**src/rtl/agc_controller.sv**
```systemverilog
// Automatic gain control loop. Envelope samples are classified against a
// target window: a high sample steps the gain down at once, and a long run
// of low samples steps it up. Every gain change is followed by a hold
// period, so the loop does not react to its own transient.
module agc_controller #(
  parameter int GAIN_INIT     = 8,
  parameter int GAIN_MAX      = 15,
  parameter int HYST          = 8,
  parameter int HOLD_SAMPLES  = 64,
  parameter int DECAY_SAMPLES = 256
) (
  input  logic       clk,
  input  logic       RSTb,
  input  logic       enable,
  input  logic [7:0] env_in,
  input  logic       env_valid,
  input  logic [7:0] target,
  output logic [3:0] gain,
  output logic       gain_update,
  output logic [2:0] agc_state
);

  // The counters are sized to hold the full parameter value, so they never wrap.
  localparam int LOW_W  = (DECAY_SAMPLES > 0) ? $clog2(DECAY_SAMPLES + 1) : 1;
  localparam int HOLD_W = (HOLD_SAMPLES > 0) ? $clog2(HOLD_SAMPLES + 1) : 1;

  localparam logic [LOW_W-1:0]  LOW_LAST  = LOW_W'(DECAY_SAMPLES);
  localparam logic [HOLD_W-1:0] HOLD_LOAD = HOLD_W'(HOLD_SAMPLES);
  localparam logic [3:0]        GAIN_RST  = 4'(GAIN_INIT);
  localparam logic [3:0]        GAIN_TOP  = 4'(GAIN_MAX);
  localparam logic [8:0]        HYST9     = 9'(HYST);

  typedef enum logic [2:0] {
    IDLE   = 3'd0,
    TRACK  = 3'd1,
    ATTACK = 3'd2,
    DECAY  = 3'd3,
    HOLD   = 3'd4
  } state_t;

  state_t            state, state_next;
  logic [LOW_W-1:0]  low_cnt, low_cnt_next, low_inc;
  logic [HOLD_W-1:0] hold_cnt, hold_cnt_next;
  logic [3:0]        gain_next;
  logic              gain_update_next;

  logic [8:0] magnitude, target9, thr_hi, thr_lo;
  logic       is_high, is_low;

  // Negative envelopes count as zero. Thresholds are kept in 9 bits so that
  // target + HYST cannot overflow, and the low threshold floors at zero.
  assign magnitude = env_in[7] ? 9'd0 : {2'b00, env_in[6:0]};
  assign target9   = {1'b0, target};
  assign thr_hi    = target9 + HYST9;
  assign thr_lo    = (HYST9 > target9) ? 9'd0 : (target9 - HYST9);
  assign is_high   = (magnitude > thr_hi);
  assign is_low    = (magnitude < thr_lo);
  assign low_inc   = low_cnt + 1'b1;

  assign agc_state = state;

  // Next-state and next-output logic. Dropping enable overrides every state.
  always_comb begin
    state_next       = state;
    low_cnt_next     = low_cnt;
    hold_cnt_next    = hold_cnt;
    gain_next        = gain;
    gain_update_next = 1'b0;

    if (!enable) begin
      state_next    = IDLE;
      low_cnt_next  = '0;
      hold_cnt_next = '0;
    end else begin
      case (state)
        IDLE: begin
          state_next    = TRACK;
          low_cnt_next  = '0;
          hold_cnt_next = '0;
        end
        TRACK: begin
          if (env_valid) begin
            if (is_high) begin
              state_next   = ATTACK;
              low_cnt_next = '0;
            end else if (is_low) begin
              if (low_inc >= LOW_LAST) begin
                state_next   = DECAY;
                low_cnt_next = '0;
              end else begin
                low_cnt_next = low_inc;
              end
            end else begin
              low_cnt_next = '0;
            end
          end
        end
        ATTACK: begin
          // Any strobe arriving in this cycle is ignored.
          if (gain != 4'd0) begin
            gain_next        = gain - 1'b1;
            gain_update_next = 1'b1;
          end
          state_next    = HOLD;
          hold_cnt_next = HOLD_LOAD;
        end
        DECAY: begin
          if (gain < GAIN_TOP) begin
            gain_next        = gain + 1'b1;
            gain_update_next = 1'b1;
          end
          state_next    = HOLD;
          hold_cnt_next = HOLD_LOAD;
        end
        HOLD: begin
          // Strobes only count down here; their level is not evaluated.
          if (hold_cnt == '0) begin
            state_next = TRACK;
          end else if (env_valid) begin
            hold_cnt_next = hold_cnt - 1'b1;
            if (hold_cnt == HOLD_W'(1)) begin
              state_next = TRACK;
            end
          end
        end
        default: begin
          state_next    = IDLE;
          low_cnt_next  = '0;
          hold_cnt_next = '0;
        end
      endcase
    end
  end

  // State, counters and the registered gain outputs.
  always_ff @(posedge clk or negedge RSTb) begin
    if (!RSTb) begin
      state       <= IDLE;
      low_cnt     <= '0;
      hold_cnt    <= '0;
      gain        <= GAIN_RST;
      gain_update <= 1'b0;
    end else begin
      state       <= state_next;
      low_cnt     <= low_cnt_next;
      hold_cnt    <= hold_cnt_next;
      gain        <= gain_next;
      gain_update <= gain_update_next;
    end
  end

endmodule

```
**config.mk**
```make
export PLATFORM = sky130hd
export DESIGN_NAME = agc_controller
export DESIGN_NICKNAME = d
export VERILOG_FILES = /design/src/rtl/agc_controller.sv
export SDC_FILE = /design/constraint.sdc
export NUM_CORES = 1
export LEC_CHECK = 0
export ABC_AREA = 1
export CORE_MARGIN = 4
export CORE_UTILIZATION = 40
export DETAILED_ROUTE_END_ITERATION = 12
export DONT_BUFFER_PORTS = 1
export GPL_TIMING_DRIVEN = 0
export PLACE_DENSITY = 0.53
export SLEW_MARGIN = 20
export SYNTH_ARGS = -nofsm -noshare
export SYNTH_HDL_FRONTEND = slang
export SYNTH_SLANG_ARGS = --single-unit
```
**constraint.sdc**
```tcl
create_clock -name clk -period 2.82 [get_ports clk]
set_input_delay 0.564 -clock clk [delete_from_list [all_inputs] [get_ports clk]]
set_output_delay 0.564 -clock clk [all_outputs]
set_load 0.01 [all_outputs]
```
==> results of run 1 <==
==> cells in the mapped netlist (4+ instances only) <==
| master | n | area, um2 |
|---|---|---|
| a21oi_1 | 11 | 55.05 |
| dfrtp_1 | 23 | 575.6 |
| ha_1 | 21 | 262.8 |
| inv_1 | 46 | 172.7 |
| inv_2 | 5 | 18.77 |
| nand2_1 | 77 | 289.0 |
| nand3_1 | 16 | 80.08 |
| nand3_2 | 4 | 40.04 |
| nor2_1 | 22 | 82.58 |
| nor3_1 | 5 | 25.02 |
| o21ai_0 | 9 | 45.04 |
| o21ai_2 | 5 | 43.79 |
| xor2_1 | 10 | 87.58 |
==> logic make-up after synthesis <==
kind of cell / after synthesis / synth area share [%]
and+or+nand+nor: 143 / 32.67
adders and majority gates: 22 / 13.55
DFF: 24 / 28.84
buffers and inverters: 53 / 10.25
AOI/OAI and AO/OA: 29 / 9.233
xor gates and xnor gates: 13 / 5.456
==> critical path: stages <==
cell     delay (ps)
inv_1           100
ha_1            240
nand3_2         180
nand3_1         140
ha_1            250
nand2_1          70
nand2_1          60
nor2_1          100
nand2_1          60
nand2_1          60
nand2_1          60
nand2_2          70
inv_2            50
nor2_4          110
nand3_4         130
o21ai_2         140
==> flip-flops by register name (all words and copies together), names as in the netlist <==
name	cells
low_cnt	9
hold_cnt	7
gain	4
agc_state	3
gain_update	1
==> final cells by class <==
cell class                      count  area share (%)
Sequential cell                    24           26.75
Multi-Input combinational cell    207           56.51
Tap cell                           70           3.893
Inverter                           51           8.509
Timing Repair Buffer                1          0.8899
Clock buffer                        4           2.447
Buffer                              2           1.001
==> metal layers <==
layer / track usage, % / vias up
li1: - / 913
met1: 17.69 / 735
met2: 24.01 / 19
met3: 1.906 / 4
met4: 4.054 / 0
met5: 0 / -
==> worst paths after layout <==
path                               from            to  slack [ps]  cells after the start
max in group asynchronous          RSTb    low_cnt[8]        2580                      1
max reg2reg                agc_state[2]       gain[3]         960                      8
max                           target[3]    low_cnt[5]         650                     16
min in group clk                 enable  agc_state[2]         450                      2
min                                RSTb   hold_cnt[0]         100                      1
min reg2reg                 hold_cnt[3]   hold_cnt[3]         470                      1
==> repair_timing <==
action                                 4_1_cts  5_1_grt
endpoints found under the hold margin       23        0
setup endpoints to repair                    0        0
hold buffers                                 1        0
==> where the power goes <==
group / internal (mW) / switching (mW) / total [mW]
clock: 0.125 / 0.113 / 0.238
combinational: 0.295 / 0.458 / 0.754
sequential: 0.442 / 0.139 / 0.582
==> results.yml, run 1 <==
cells_and_area:
  regArea_um2: 601.8
  insertedDiodeCount: 0
  syn_to_final_growth_pct: 7.794
  multi_input_area_mm2: 0.001271
  nets: 332
  postLayoutCellArea_mm2: 0.002250
  layout_common_cells: "nand2_1 (77), inv_1 (46), dfrtp_1 (23)"
  layout_commonest_cell: "nand2_1"
  final_cell_count_no_fill: 359
  num-fill-cells: 561
  fin_util_pct: 44.33
  drive_gt1_share_pct: 12.11
run_status:
  status: "complete, no violations"
clock_network:
  cts-root-buf: "clkbuf_8"
  clk_pin_slew_worst_paths_ps: 90
  ctsResizeCount: 0
  cts_tree: "yes"
  clock_latency_ps: 270
  postCtsSetupBuffers: 0
  clock_sinks: 24
  cts_max_level: 1
  cts_buffers: 3
  clockBufferDepth: 2
global_route:
  grt_pass1_wl_mm: 7.245
  grt_overflow_total: 0
  track_usage_pct: 13.82
  grt_antenna_before_repair: 0
  grt_pass1_vias: 1645
  grt_max_degree: 24
placed_design:
  dp_slack_ps: 330.7
  place_area_mm2: 0.002175
  dp.cells: 354
  gp_congestion: 0.7496
  hpwl_mm: 3.211
  io_buffers: 0
drt:
  dr.first_iter.drc_count: 63
  met2_wirelength_mm: 1.862
  met3_length_um: 128
  vias: 1671
  met1_length_mm: 1.921
  top_layer_used: "met4"
  drtPass1Iterations: 4
  wirelength_mm: 3.953
  drc: 0
  vias_per_cell: 4.655
  wl_per_cell_um: 11.01
  ant_nets: 0
die:
  die_area_mm2: 0.006437
  io_pins: 28
  die_h_um: 80.23
  start_util_pct: 41.12
  rows: 26
  die_w_um: 80.23
  core_area_mm2: 0.005075
yosys:
  synth-async-reset-ratio_pct: 100.0
  yosysSeqAreaShare_pct: 28.84
  synth_cells: 284
  synth_edf_count: 0
  syn-mean-instance-area_um2: 7.349
  yosysWarnings: 0
  syn-num-nets: 326
  ys_seq_elements: 24
  yosysUniqueCellTypes: 32
  synthFlopType: "dfrtp_1"
  synth.cell_area_mm2: 0.002087
critical_path:
  path_class: "input port to flop"
  arrival_ps: 2360
  cp_max_fo: 7
  worst_setup_path_end_kind: "flop"
  crit_required_ps: 3020
  start_kind: "input port"
sta:
  setup_viol: 0
  setup_tns_ps: 0
  fin_crit_ps: 2166
  period_share_pct: 76.81
  whs_ps: 97.06
  setup_ws_ps: 654.0
  slew_viol_final: 0
  tightest_slew_ps: 417.5
  hold_viol_final: 0
  slew_headroom_pct: 72.17
  rsz0062_at_grt: "no"
  fmax_mhz: 461.7
  skew_ps: 5.527
pwr:
  leakage_nw: 1.256
  p_per_area_mw_per_mm2: 699.2
  ir_worst_vdd_uv: 266.7
  power.total_mw: 1.573
min_path:
  min_path_type: "input port to async pin"
flow_run:
  drv_cap: 0
(Power assumes the default switching activity.)
==> inputs of run 2 (changes only) <==
Settings changed: PLACE_DENSITY 0.53 to 0.55.
Clock period 2.82 ns to 1.8 ns, I/O delays scaled along.
==> run 2 against run 1 <==
  * The flow now finishes with violations (negative setup slack)
  * Non-clock buffer count rose by 10
  * Cell count rose by 2.8%
  * Cell area rose by 9.4%
  * Routed wire length rose by 2.1%
  * Clock-buffer cell count did not move
  * First-iteration DRC count rose by 6.3%
  * Die area did not move
==> results.yml, run 2 (synthesis results as in run 1) <==
min_path:
  min_path_type: "input port to flop"
die:
  die_area_mm2: 0.006437
  die_w_um: 80.23
  start_util_pct: 41.12
  core_area_mm2: 0.005075
  rows: 26
  die_h_um: 80.23
  io_pins: 28
cells_and_area:
  syn_to_final_growth_pct: 17.93
  num-fill-cells: 542
  insertedDiodeCount: 0
  nets: 342
  top_regs: "low_cnt (9), hold_cnt (7), gain (4)"
  drive_gt1_share_pct: 23.08
  layout_common_cells: "nand2_1 (69), inv_1 (43), dfrtp_1 (21)"
  layout_commonest_cell: "nand2_1"
  largest_register_ffs: 9
  top_register: "low_cnt"
drt:
  wl_per_cell_um: 10.94
  wirelength_mm: 4.037
  drc: 0
  ant_nets: 0
  vias_per_cell: 4.615
  drtPass1Iterations: 4
  vias: 1703
  dr.first_iter.drc_count: 67
clock_network:
  clk_pin_slew_worst_paths_ps: 90
  cts-root-buf: "clkbuf_8"
  clockBufferDepth: 2
  cts_max_level: 1
  cts_tree: "yes"
  clock_latency_ps: 260
  clock_sinks: 24
  cts_buffers: 3
pwr:
  p_per_area_mw_per_mm2: 1049
  p_int_mw: 1.400
  power.total_mw: 2.583
  ir_worst_vdd_uv: 548.4
  leakage_nw: 1.301
  comb_power_share_pct: 51.2
  p_switching_mw: 1.183
  clock_power_share_pct: 12.8
  netSwitchingFraction_pct: 45.80
  p_seq_share_pct: 36.0
placed_design:
  dp_slack_ps: -397.3
  gp_congestion: 0.7494
  hpwl_mm: 3.167
  io_buffers: 0
sta:
  slew_headroom_pct: 72.23
  setup_tns_ps: -2.881
  skew_ps: 2.534
  setup_ws_ps: -2.107
  hold_viol_final: 0
  fin_crit_ps: 1802
  fmax_mhz: 554.9
  rsz0062_at_grt: "yes"
  whs_ps: 256.6
  tightest_slew_ps: 416.5
  setup_viol: 2
  slew_viol_final: 0
  period_share_pct: 100.1
run_status:
  status: "complete, but fails checks"
  violations: "negative setup slack"
critical_path:
  arrival_ps: 2000
  cp_max_fo: 5
  start_kind: "input port"
  crit_required_ps: 2000
  crit_family: "simple AND/OR/NAND/NOR gates"
  cp_common_cell: "nand2_1"
  crit_buf_inv: 3
  worst_setup_path_end_kind: "flop"
  critical_path.cell_chain: "clkinvlp_4 > ha_4 > buf_6 > xor2_1 > nand2_1 > ha_2 > nand2_2 > nand2_2 > nor2_1 > nand2_1 > nand2_1 > nand2_1 > nand2_2 > inv_2 > nor2_4 > nand3_4 > o21ai_2"
  path_class: "input port to flop"
  max_stage_delay_ps: 180
  slowest_stage: "ha_4"
flow_run:
  drv_cap: 0
global_route:
  grt_max_degree: 25
  grt_antenna_before_repair: 0
  grt_pass1_vias: 1685
  grt_pass1_wl_mm: 7.320
  grt_overflow_total: 0
  track_usage_pct: 14.05
[run 2: worst register-to-register path: cells and delay by family, from the launching register on]
| kind | cells | cell delay [ps] |
|---|---|---|
| adders and majority gates | 1 | 190 |
| DFF | 1 | 390 |
| and+or+nand+nor | 6 | 740 |
| buffers and inverters | 1 | 60 |
| xor gates and xnor gates | 1 | 250 |
[run 2: worst paths after layout]
kind | slack (ps) | to | from | cells past startpoint
worst min register to register | 470 | hold_cnt[3] | hold_cnt[3] | 1
worst max register to register | 100 | low_cnt[7] | low_cnt[0] | 9
worst min-delay path | 260 | agc_state[2] | enable | 2
max in group asynchronous | 1050 | gain[3] | RSTb | 2
worst max-delay path | -2 | low_cnt[3] | target[3] | 17
min in group asynchronous | 520 | low_cnt[5] | RSTb | 2
[run 2: through the flow]
stage / utilization [%] / instance area [um2] / instances
after global routing: 48.50 / 2461 / 369
after floorplan: - / 2112 / 284
after detailed placement: 43.34 / 2200 / 354
final: 48.50 / 2461 / 369
after CTS: 46.57 / 2364 / 365
after global placement: 43.34 / 2200 / 354
[run 2: area by class of cell]
cell class                      count  area, um2  area share, %
Sequential cell                    24      604.3          24.56
Inverter                           51      195.2          7.931
Multi-Input combinational cell    207       1405          57.09
Clock buffer                        4      45.04          1.830
Buffer                              2      22.52         0.9151
Tap cell                           70      87.58          3.559
Timing Repair Buffer               11      101.3          4.118
[run 2: repair_timing]
item	4_1_cts	5_1_grt
pin swaps	4	19
setup buffers	5	4
endpoints found under the hold margin	24	0
setup endpoints to repair	11	16
resized for setup	10	19
hold buffers	2	0
[run 2: power groups by stage]
stage / clock network (mW) / logic (mW) / registers (mW)
3_3_place_gp: 0 / 1.17 / 0.927
3_5_place_dp: 0 / 1.18 / 0.930
6_report: 0.332 / 1.32 / 0.930
5_1_grt: 0.366 / 1.56 / 0.963
2_1_floorplan: 0 / 0.999 / 0.878
4_1_cts: 0.340 / 1.23 / 0.922
[run 2: metal layers]
| layer | track usage, % | part of all wire, % | up-vias |
|---|---|---|---|
| met3 | 2.354 | 2.5 | 2 |
| met5 | 0 | 0 | - |
| met1 | 18.87 | 49 | 753 |
| li1 | - | - | 933 |
| met2 | 23.59 | 48 | 15 |
| met4 | 3.041 | 0.77 | 0 |
==> inputs of run 3 (changes only) <==
Settings changed: HOLD_SLACK_MARGIN from default to 0.06.
==> results of run 3 <==
Final layout, timing and power as in run 2 (identical DEF).
